===== config.mk =====
export PLATFORM = sky130hd
export DESIGN_NAME = traffic_phase_ctrl
export DESIGN_NICKNAME = d
export VERILOG_FILES = /design/src/rtl/traffic_phase_ctrl.sv
export SDC_FILE = /design/constraint.sdc
export NUM_CORES = 1
export LEC_CHECK = 0
export ABC_AREA = 0
export CAP_MARGIN = 25
export CORE_ASPECT_RATIO = 1.1
export CORE_MARGIN = 1.5
export CORE_UTILIZATION = 54
export DETAILED_ROUTE_END_ITERATION = 10
export PLACE_DENSITY = 0.79
export SETUP_SLACK_MARGIN = 0.2
export SYNTH_ARGS = -nofsm -noshare
export SYNTH_HDL_FRONTEND = slang
export SYNTH_SLANG_ARGS = --single-unit

===== constraint.sdc =====
create_clock -name clk -period 2.9 [get_ports clk]
set_input_delay 0.725 -clock clk [delete_from_list [all_inputs] [get_ports clk]]
set_output_delay 0.725 -clock clk [all_outputs]
set_load 0.03 [all_outputs]

===== src/rtl/traffic_phase_ctrl.sv =====
// traffic_phase_ctrl: N-approach actuated signal controller. Main road (ch0) rests green,
// side roads are served round-robin on demand, and an emergency hold forces all-red.
module traffic_phase_ctrl #(
  parameter int NUM_CH    = 4,
  parameter int TW        = 8,
  parameter int GREEN_MIN = 8,
  parameter int GREEN_MAX = 20,
  parameter int YELLOW_T  = 3,
  parameter int ALLRED_T  = 2,
  localparam int CW       = $clog2(NUM_CH)
) (
  input  logic                clk,
  input  logic                clear_n,
  input  logic [NUM_CH-1:0]   req,
  input  logic                hold,
  output logic [2*NUM_CH-1:0] light,
  output logic [CW-1:0]       active_ch,
  output logic [1:0]          phase,
  output logic                sw_pulse
);
  typedef enum logic [1:0] {GREEN = 2'b00, YELLOW = 2'b01, ALLRED = 2'b10} phase_t;
  phase_t              ph, ph_n;
  logic [TW-1:0]       cnt, cnt_n, cnt_inc;
  logic [CW-1:0]       ch_n, tgt, tgt_n, rr_ch;
  logic                hold_seen, hs_n, sw_n, min_ok, leave;
  logic [NUM_CH-1:0]   others;
  logic [2*NUM_CH-1:0] light_n;
  assign phase   = ph;
  assign cnt_inc = (cnt == '1) ? cnt : cnt + 1'b1;
  assign min_ok  = cnt >= TW'(GREEN_MIN - 1);
  assign others  = req & ~(NUM_CH'(1) | (NUM_CH'(1) << active_ch));
  assign leave   = hold | ((active_ch == '0) ? (min_ok & |others)
                          : ((min_ok & ~req[active_ch]) | (cnt == TW'(GREEN_MAX - 1))));
  // Circular search from the channel after the current one; ch0 is the fallback target.
  always_comb begin
    rr_ch = '0;
    for (int i = NUM_CH - 1; i >= 1; i--)
      if (((int'(active_ch) + i) % NUM_CH) != 0 && req[(int'(active_ch) + i) % NUM_CH])
        rr_ch = CW'((int'(active_ch) + i) % NUM_CH);
  end
  always_comb begin
    ph_n  = ph;
    cnt_n = cnt_inc;
    ch_n  = active_ch;
    tgt_n = tgt;
    hs_n  = hold_seen;
    sw_n  = 1'b0;
    case (ph)
      GREEN: if (leave) begin
        ph_n  = YELLOW;
        cnt_n = '0;
        tgt_n = (hold | hold_seen) ? '0 : rr_ch;
        hs_n  = hold_seen | hold;
      end
      YELLOW: if (cnt == TW'(YELLOW_T - 1)) begin
        ph_n  = ALLRED;
        cnt_n = '0;
        ch_n  = hold_seen ? '0 : tgt;
      end
      ALLRED: if (hold) begin
        cnt_n = '0;
        hs_n  = 1'b1;
        tgt_n = '0;
        ch_n  = '0;
      end else if (cnt == TW'(ALLRED_T - 1)) begin
        ph_n  = GREEN;
        cnt_n = '0;
        sw_n  = 1'b1;
        hs_n  = 1'b0;
      end
      default: begin
        ph_n  = GREEN;
        cnt_n = '0;
        ch_n  = '0;
      end
    endcase
    light_n = '0;
    if (ph_n == GREEN) light_n[2*ch_n +: 2] = 2'b10;
    else if (ph_n == YELLOW) light_n[2*ch_n +: 2] = 2'b01;
  end
  always_ff @(posedge clk or negedge clear_n) begin
    if (!clear_n) begin
      ph        <= GREEN;
      cnt       <= '0;
      active_ch <= '0;
      tgt       <= '0;
      hold_seen <= 1'b0;
      sw_pulse  <= 1'b0;
      light     <= (2*NUM_CH)'(2'b10);
    end else begin
      ph        <= ph_n;
      cnt       <= cnt_n;
      active_ch <= ch_n;
      tgt       <= tgt_n;
      hold_seen <= hs_n;
      sw_pulse  <= sw_n;
      light     <= light_n;
    end
  end
endmodule


==> flow_summary_export.csv, run 1 <==
group,metric,value,unit
floorplanning,initial_core_util,57.15,%
global_routing,grt-ovfl-total,0,
clocking,htreeDepth,1,
detailed_routing,drt-wirelength-per-cell,16.33,um
detailed_routing,routed-via-count,1219,
synth,yosys-top-cells-count,"23 x dfrtp_1, 14 x nor2_1, 11 x a21oi_1",
place,place.gp.congestion,0.8199,
setup_path,critPathMaxStageDelay,0.76,ns
setup_path,critical_path_arrival,1.75,ns
floorplanning,rows,19,
floorplanning,io_pins,20,
layout,n_fill_cell,193,
sta,grt_setup_unrepaired,"no",
detailed_routing,viasPerCell,6.219,
sta,max-slew-margin-rel,55.90,%
clocking,cts_tree,"done",
setup_path,crit_path_end_kind,"primary output",
place,portBuffers,19,
global_routing,antenna_found_initial,0,
setup_path,cp_max_fo,13,
sta,finalMaxSlewViolations,0,
sta,hold_slack,0.5288,ns
place,place_hpwl,2.251,mm
synth,ys.flop_type,"dfrtp_1",
place,dp_cells,192,
floorplanning,core_area,0.002520,mm^2
layout,fin_cells,196,
setup_path,path_buf_inv,1,
setup_path,required,2.17,ns
synth,synth_area_leaders,"dfrtp_1 40%, mux2i_1 6.3%, ha_1 6.1%",
layout,multi_input_area,779.5,um^2
clocking,numCtsBuffers,3,
synth,synth-edff-count,0,
layout,fin_util,67.92,%
job,drv_cap,0,
floorplanning,dieHeight,57.16,um
global_routing,grt_pass1_vias,1155,
sta,max_freq,404.8,MHz
synth,synth_area,0.001440,mm^2
sta,finalCriticalPeriod,2.471,ns
worst_hold_path,min_path_type,"register to register",
clocking,clk_pin_slew_worst_paths,0.12,ns
setup_path,critPathSlowestCell,"clkdlybuf4s50_1",
setup_path,path_cells,"clkdlybuf4s50_1",
detailed_routing,finalWirelength,3.200,mm
synth,syn_nets,157,
global_routing,grt_max_degree,17,
global_routing,grt_usage,23.50,%
clocking,cts.path.max_buffers,2,
power_and_ir_drop,ir_drop,0.5978,mV
detailed_routing,drtIter0Drc,17,
synth,synth_cell_type_count,44,
run_status,run_status,"complete, no violations",
layout,drive_above_1_share,10.91,%
sta,fin_tns_setup,0,ns
global_routing,grt_pass1_wl,5.237,mm
power_and_ir_drop,leakage,0.7065,nW
clocking,clk_latency,0.32,ns
synth,synthArstFlopShare,100.0,%
synth,ys_seq_elements,24,
setup_path,r2r_slack,0.46,ns
place,placed_area,0.001659,mm^2
synth,synth_most_common_cell,"dfrtp_1",
detailed_routing,ant_nets,0,
setup_path,worstSetupPathType,"register to primary output",
layout,regArea,601.8,um^2
clocking,clock-sinks,24,
detailed_routing,dr.pass1.iters,4,
power_and_ir_drop,p_per_area,757.2,mW/mm^2
sta,fin_crit_sh,85.19,%
detailed_routing,drc,0,
setup_path,crit_path_start_kind,"register",
layout,fin_area,0.001712,mm^2
sta,worst_slew_pin_slew,0.6595,ns
synth,yosysSeqAreaShare,41.79,%
clocking,cts-root-buf,"clkbuf_4",
synth,ys_warn_count,0,
synth,synth_top_area_share,39.97,%
setup_path,path_delay_family,"buffers and inverters",
clocking,cts_resized,0,
floorplanning,die_w,52.24,um
synth,synth_cells,143,
sta,finalClockSkew,0.004015,ns
clocking,ctsHoldBuffers,0,
sta,setup_violations,0,
clocking,postCtsSetupBuffers,0,
sta,hold_viol,0,
layout,diodes,0,
floorplanning,die_area,0.002986,mm^2
synth,synth_top_area_cell,"dfrtp_1",
layout,syn_to_final_growth,18.85,%
layout,fin_nets,180,
synth,avgSynthCellArea,10.07,um^2
==> cells by family after synthesis <==
| logic type | share of synthesized area (%) |
|---|---|
| buf+inv | 4.084 |
| compound gates | 13.73 |
| simple gates | 24.07 |
| xor+xnor | 2.432 |
| mux | 7.819 |
| fa+ha+maj | 6.081 |
| flops | 41.79 |
==> final cells by class <==
| type | instances | share of cell area, % |
|---|---|---|
| Multi-Input combinational cell | 108 | 45.54 |
| Clock buffer | 3 | 1.316 |
| Tap cell | 31 | 2.266 |
| Sequential cell | 24 | 35.16 |
| Clock inverter | 1 | 1.754 |
| Inverter | 7 | 1.535 |
| Timing Repair Buffer | 22 | 12.43 |
==> placed cells by master (no fill, tap or decap), types with 2 or more instances in the layout <==
cell,instances
or2b_2,2
nor2_1,14
mux2_2,2
dfrtp_1,23
a32o_1,2
mux2i_1,9
nor3_1,8
inv_1,7
o21ai_1,2
nor4_1,3
ha_1,7
nor3b_1,2
a32oi_1,2
nand3_1,6
a21oi_1,11
nor4b_1,2
nand2_1,6
and3b_1,2
o21ai_0,2
clkdlybuf4s50_1,19
nand4_1,3
buf_4,3
clkbuf_4,3
xnor2_1,4
==> metal layers <==
layer  wire, um  GRT usage, %
met2       1667         39.06
met1       1332         29.34
met3        128         3.141
met5          0             0
met4         72         12.82
==> flip-flops by register name (all words and copies together) (netlist names) <==
signal / flops
cnt: 8
light: 8
active_ch: 2
phase: 2
tgt: 2
hold_seen: 1
sw_pulse: 1
==> final timing paths <==
path / endpoint / depth (start not counted) / start
min reg2reg: tgt[0] / 1 / tgt[0]
max in group asynchronous: cnt[1] / 2 / clear_n
min: tgt[0] / 1 / tgt[0]
max reg2reg: light[5] / 7 / active_ch[0]
max: active_ch[0] / 1 / active_ch[0]
min in group asynchronous: light[5] / 1 / clear_n
==> where the power goes <==
group / switching, mW / internal (mW) / total (mW)
Clock: 0.0987 / 0.140 / 0.239
Sequential: 0.0733 / 0.397 / 0.471
Combinational: 0.345 / 0.242 / 0.587
==> per-stage QoR <==
step	setup slack, ns	total power, mW
final	0.4294	1.296
after global routing	0.2879	1.369
after CTS	0.4268	1.297
after detailed placement	0.2195	1.051
after global placement	0.2914	1.035
after floorplan	0.5785	0.8692
No activity file was read; power rests on OpenSTA's default activity.
==> run 2, diff against run 1 <==
--- a/config.mk
+++ b/config.mk
@@ -8,10 +8,10 @@
 export ABC_AREA = 0
 export CAP_MARGIN = 25
 export CORE_ASPECT_RATIO = 1.1
-export CORE_MARGIN = 1.5
-export CORE_UTILIZATION = 54
+export CORE_MARGIN = 8
+export CORE_UTILIZATION = 55
 export DETAILED_ROUTE_END_ITERATION = 10
-export PLACE_DENSITY = 0.79
+export PLACE_DENSITY = 0.8
 export SETUP_SLACK_MARGIN = 0.2
 export SYNTH_ARGS = -nofsm -noshare
 export SYNTH_HDL_FRONTEND = slang
==> constraint.sdc (replaced) <==
create_clock -name clk -period 3.2 [get_ports clk]
set_input_delay 0.8 -clock clk [delete_from_list [all_inputs] [get_ports clk]]
set_output_delay 0.8 -clock clk [all_outputs]
set_load 0.03 [all_outputs]
==> run 2 against run 1 <==
Sequential share of layout area increased by 0.87 points. Highest routed layer unchanged. Setup slack improved by 0.24 ns. Register-to-register slack gained 0.25 ns. Final area fell by 2.4%.
==> flow_summary_export.csv, run 2 (same netlist as run 1, synthesis figures left out) <==
group,metric,value,unit
setup_path,reg2reg_depth,7,
floorplanning,rows,19,
place,placed_area,0.001644,mm^2
layout,layout_common_cells,"23 x dfrtp_1, 19 x clkdlybuf4s50_1, 14 x nor2_1",
detailed_routing,drt-wirelength-per-cell,15.91,um
layout,drive_above_1_share,9.202,%
global_routing,grt_max_degree,25,
place,place.gp.congestion,0.8102,
setup_path,rr_startpoint,"active_ch[0]",
clocking,cts-root-buf,"clkbuf_4",
worst_hold_path,min-delay-start,"tgt[0]",
power_and_ir_drop,seqPwrFrac,39.4,%
global_routing,grt_pass1_vias,1151,
sta,finalClockSkew,0.001590,ns
setup_path,cp_num_cells,1,
place,place_ws,0.4372,ns
power_and_ir_drop,p_per_area,647.3,mW/mm^2
setup_path,worstSetupPathType,"register to primary output",
layout,final_common_cell,"dfrtp_1",
layout,fin_nets,178,
global_routing,antenna_found_initial,0,
floorplanning,dieHeight,69.67,um
sta,finalMaxSlewViolations,0,
setup_path,path_cells,"clkdlybuf4s50_1",
sta,max_freq,395.3,MHz
clocking,htreeDepth,1,
setup_path,endpoint,"active_ch[0]",
run_status,run_status,"complete, no violations",
setup_path,critPathSlowestCell,"clkdlybuf4s50_1",
global_routing,grt_usage,13.88,%
sta,max-slew-margin-rel,51.92,%
setup_path,path_buf_inv,1,
detailed_routing,drc,0,
setup_path,startpoint,"active_ch[0]",
place,portBuffers,19,
setup_path,r2r_slack,0.71,ns
sta,worst_slew_pin_slew,0.7211,ns
detailed_routing,drtIter0Drc,106,
layout,reg_top3,"cnt x8, light x8",
power_and_ir_drop,clockPowerShare,12.5,%
global_routing,grt_pass1_wl,5.278,mm
power_and_ir_drop,ir_drop,0.6354,mV
worst_hold_path,min_path_type,"register to register",
clocking,cts.path.max_buffers,2,
clocking,postCtsSetupBuffers,0,
clocking,cts_resized,0,
sta,finalCriticalPeriod,2.530,ns
power_and_ir_drop,switching_share,42.91,%
sta,worst_slack,0.6702,ns
place,dp_cells,190,
layout,fin_util,66.92,%
detailed_routing,finalWirelength,3.086,mm
sta,hold_viol,0,
clocking,clk_latency,0.30,ns
detailed_routing,dr.pass1.iters,4,
detailed_routing,viasPerCell,5.964,
layout,fin_area,0.001670,mm^2
setup_path,critPathMaxStageDelay,0.76,ns
setup_path,path_delay_family,"buffers and inverters",
sta,setup_violations,0,
floorplanning,die_w,64.79,um
sta,fin_tns_setup,0,ns
sta,fin_crit_sh,79.06,%
power_and_ir_drop,leakage,0.6833,nW
sta,hold_slack,0.5256,ns
floorplanning,initial_core_util,57.69,%
layout,fin_cells,194,
power_and_ir_drop,power_frac_comb,48.1,%
power_and_ir_drop,power.total,1.081,mW
power_and_ir_drop,power.internal,0.6173,mW
place,place_hpwl,2.297,mm
job,drv_cap,0,
setup_path,r2r-end,"light[0]",
layout,diodes,0,
clocking,cts_tree,"done",
clocking,clock-sinks,24,
setup_path,required,2.40,ns
layout,syn_to_final_growth,15.99,%
floorplanning,core_area,0.002496,mm^2
setup_path,crit_path_end_kind,"primary output",
floorplanning,die_area,0.004514,mm^2
setup_path,cp_max_fo,13,
setup_path,crit_path_start_kind,"register",
detailed_routing,routed-via-count,1157,
power_and_ir_drop,power_switching,0.4639,mW
global_routing,grt-ovfl-total,0,
clocking,numCtsBuffers,3,
sta,grt_setup_unrepaired,"no",
setup_path,critical_path_arrival,1.73,ns
clocking,clk_pin_slew_worst_paths,0.13,ns
floorplanning,io_pins,20,
clocking,ctsHoldBuffers,0,
detailed_routing,ant_nets,0,
## run 2: cell type report
class / instances / area, um^2
clock buffer: 4 / 26.28
tap: 31 / 38.79
sequential: 24 / 601.8
timing repair buffer: 20 / 197.7
multi-input combinational: 108 / 779.5
fill: 224 / 825.8
inverter: 7 / 26.28
## run 2: power groups by stage
stage	clock [mW]	combinational, mW	sequential [mW]
finish	0.135	0.520	0.426
global route	0.150	0.566	0.436
CTS	0.136	0.519	0.426
detailed placement	0	0.517	0.432
global placement	0	0.500	0.428
floorplan	0	0.309	0.479
## run 2: routing by layer
layer	share of wire [%]	GRT usage [%]	wire length (um)
met2	49	22.79	1519
met1	45	16.94	1382
met5	0	0	0
met3	4.8	4.523	147
met4	1.2	3.398	38
## run 2: worst min-delay path by stage
stage | to | slack, ns | cells past startpoint
floorplan | tgt[1] | 0.46 | 1
detailed placement | tgt[1] | 0.50 | 1
CTS | tgt[1] | 0.53 | 1
global route | tgt[1] | 0.55 | 1
finish | tgt[0] | 0.53 | 1
global placement | tgt[1] | 0.48 | 1
## run 2: worst register-to-register path, stage by stage (launching register included)
cell     delay (ns)
dfrtp_1        0.66
inv_1          0.18
ha_1           0.25
inv_1          0.10
nand4_1        0.09
nor4_1         0.44
o41a_1         0.40
nor3b_1        0.26
==> run 3, diff against run 2 <==
--- a/config.mk
+++ b/config.mk
@@ -9,9 +9,9 @@
 export CAP_MARGIN = 25
 export CORE_ASPECT_RATIO = 1.1
 export CORE_MARGIN = 8
-export CORE_UTILIZATION = 55
+export CORE_UTILIZATION = 54
 export DETAILED_ROUTE_END_ITERATION = 10
-export PLACE_DENSITY = 0.8
+export PLACE_DENSITY = 0.79
 export SETUP_SLACK_MARGIN = 0.2
 export SYNTH_ARGS = -nofsm -noshare
 export SYNTH_HDL_FRONTEND = slang
==> constraint.sdc (replaced) <==
create_clock -name clk -period 2.35 [get_ports clk]
set_input_delay 0.5875 -clock clk [delete_from_list [all_inputs] [get_ports clk]]
set_output_delay 0.5875 -clock clk [all_outputs]
set_load 0.03 [all_outputs]
==> run 3 against run 2 <==
Largest cell class unchanged. Routed wire length is 21% higher. Hold slack better by 0.011 ns. Sequential share of layout area down 2.7 points. Setup slack lost 0.44 ns. Total power increased by 55%. Sequential cell count is the same. Die area up 1.4%. Via count up 12%.
==> flow_summary_export.csv, run 3 (same netlist as run 1, synthesis figures left out) <==
group,metric,value,unit
setup_path,r2r-end,"tgt[1]",
place,portBuffers,19,
clocking,cts_tree,"done",
sta,hold_slack,0.5366,ns
layout,fin_cells,207,
global_routing,grt_pass1_wl,5.754,mm
setup_path,crit_path_end_kind,"primary output",
setup_path,cp_max_fo,1,
clocking,clk_pin_slew_worst_paths,0.13,ns
worst_hold_path,min-delay-start,"tgt[0]",
layout,drive_above_1_share,18.75,%
floorplanning,rows,19,
floorplanning,die_w,65.24,um
power_and_ir_drop,leakage,0.7735,nW
worst_hold_path,worstHoldEndpoint,"tgt[0]",
power_and_ir_drop,p_per_area,925.5,mW/mm^2
clocking,ctsHoldBuffers,0,
clocking,cts-root-buf,"clkbuf_4",
layout,syn_to_final_growth,25.80,%
setup_path,path_buf_inv,1,
detailed_routing,dr.pass1.iters,4,
floorplanning,initial_core_util,57.15,%
clocking,cts.path.max_buffers,2,
run_status,run_status,"complete, no violations",
sta,fin_crit_sh,90.07,%
power_and_ir_drop,clockPowerShare,17.8,%
sta,finalCriticalPeriod,2.117,ns
sta,grt_setup_unrepaired,"no",
global_routing,grt-ovfl-total,0,
layout,diodes,0,
setup_path,path_cells,"clkdlybuf4s50_1",
power_and_ir_drop,ir_drop,0.8667,mV
layout,reg_top3,"cnt x8, light x8",
place,place.gp.congestion,0.8217,
place,dp_cells,197,
floorplanning,core_area,0.002520,mm^2
clocking,htreeDepth,1,
sta,finalClockSkew,0.005089,ns
detailed_routing,ant_nets,0,
clocking,numCtsBuffers,3,
worst_hold_path,min_path_type,"register to register",
power_and_ir_drop,power_frac_comb,47.4,%
global_routing,antenna_found_initial,0,
setup_path,critPathSlowestCell,"clkdlybuf4s50_1",
sta,max_freq,472.5,MHz
detailed_routing,drc,0,
sta,worst_slew_pin_slew,0.6316,ns
worst_hold_path,hold_depth,1,
global_routing,grt_usage,15.58,%
sta,setup_violations,0,
sta,max-slew-margin-rel,57.53,%
floorplanning,die_area,0.004577,mm^2
global_routing,grt_max_degree,15,
setup_path,crit_path_start_kind,"register",
floorplanning,io_pins,20,
power_and_ir_drop,power.total,1.677,mW
setup_path,critPathMaxStageDelay,0.67,ns
setup_path,path_delay_family,"buffers and inverters",
sta,finalMaxSlewViolations,0,
setup_path,required,1.76,ns
job,drv_cap,0,
setup_path,reg2reg_depth,7,
detailed_routing,viasPerCell,6.280,
global_routing,grt_pass1_vias,1259,
detailed_routing,finalWirelength,3.733,mm
detailed_routing,drt-wirelength-per-cell,18.03,um
setup_path,r2r_slack,0.25,ns
clocking,clk_latency,0.32,ns
detailed_routing,routed-via-count,1300,
layout,layout_common_cells,"21 x dfrtp_1, 16 x clkdlybuf4s50_1, 14 x nor2_1",
detailed_routing,drtIter0Drc,68,
layout,fin_nets,191,
power_and_ir_drop,power_switching,0.6889,mW
clocking,clock-sinks,24,
setup_path,worstSetupPathType,"register to primary output",
layout,final_common_cell,"dfrtp_1",
setup_path,rr_startpoint,"active_ch[1]",
floorplanning,dieHeight,70.16,um
setup_path,critical_path_arrival,1.53,ns
power_and_ir_drop,power.internal,0.9878,mW
power_and_ir_drop,seqPwrFrac,34.8,%
place,place_hpwl,2.580,mm
sta,hold_viol,0,
power_and_ir_drop,switching_share,41.09,%
==> run 3: changes by cell type in the layout (fill, tap and decap cells not counted), sizes merged <==
cell | before | now
bufinv | 0 | 1
o41a | 1 | 2
dlygate4sd2 | 0 | 2
clkbuf | 4 | 3
clkdlybuf4s50 | 19 | 16
dlymetal6s2s | 0 | 1
buf | 1 | 13
==> run 3: layer usage <==
metal	vias to the layer above	track usage, %	share of wire (%)
li1	605	-	-
met1	629	17.84	39
met2	55	26.29	52
met3	11	2.392	5.6
met4	0	9.223	3.3
met5	-	0	0
==> run 3: stage by stage <==
stage / cell area, um^2 / TNS [ns] / util [%] / setup WS, ns
after floorplan: 1444 / 0 / - / 0.2053
after global placement: 1699 / -0.09278 / 67.43 / -0.04716
after detailed placement: 1699 / -0.6303 / 67.43 / -0.1028
after CTS: 1772 / 0 / 70.31 / 0.2178
after global routing: 1812 / 0 / 71.90 / 0.1576
final: 1812 / 0 / 71.90 / 0.2334
==> run 3: worst max-delay path by stage <==
stage                  from        to  depth (start not counted)
3_3_place_gp         req[3]  light[5]                          6
6_report           light[1]  light[1]                          1
4_1_cts            light[1]  light[1]                          1
3_5_place_dp         req[3]  light[3]                          6
5_1_grt              cnt[6]  light[5]                          5
2_1_floorplan  active_ch[0]    cnt[2]                          9
==> run 3: power groups by stage <==
stage               logic (mW)  registers, mW  clock network [mW]
floorplan                0.423          0.654                   0
global placement         0.685          0.584                   0
detailed placement       0.712          0.590                   0
CTS                      0.716          0.583               0.305
global route             0.855          0.593               0.315
finish                   0.795          0.584               0.298
==> run 3: repair_timing <==
item,4_1_cts,5_1_grt
cloned,0,1
pin swaps,0,2
endpoints found under the setup margin,6,18
buffers inserted,3,2
gates resized for setup,2,3
==> run 3: area by class of cell <==
cell class | count | area [um^2]
Sequential cell | 24 | 604.3
Clock buffer | 3 | 22.52
Multi-Input combinational cell | 109 | 802.0
Fill cell | 189 | 708.2
Inverter | 7 | 26.28
Clock inverter | 1 | 30.03
Tap cell | 31 | 38.79
Timing Repair Buffer | 32 | 287.8
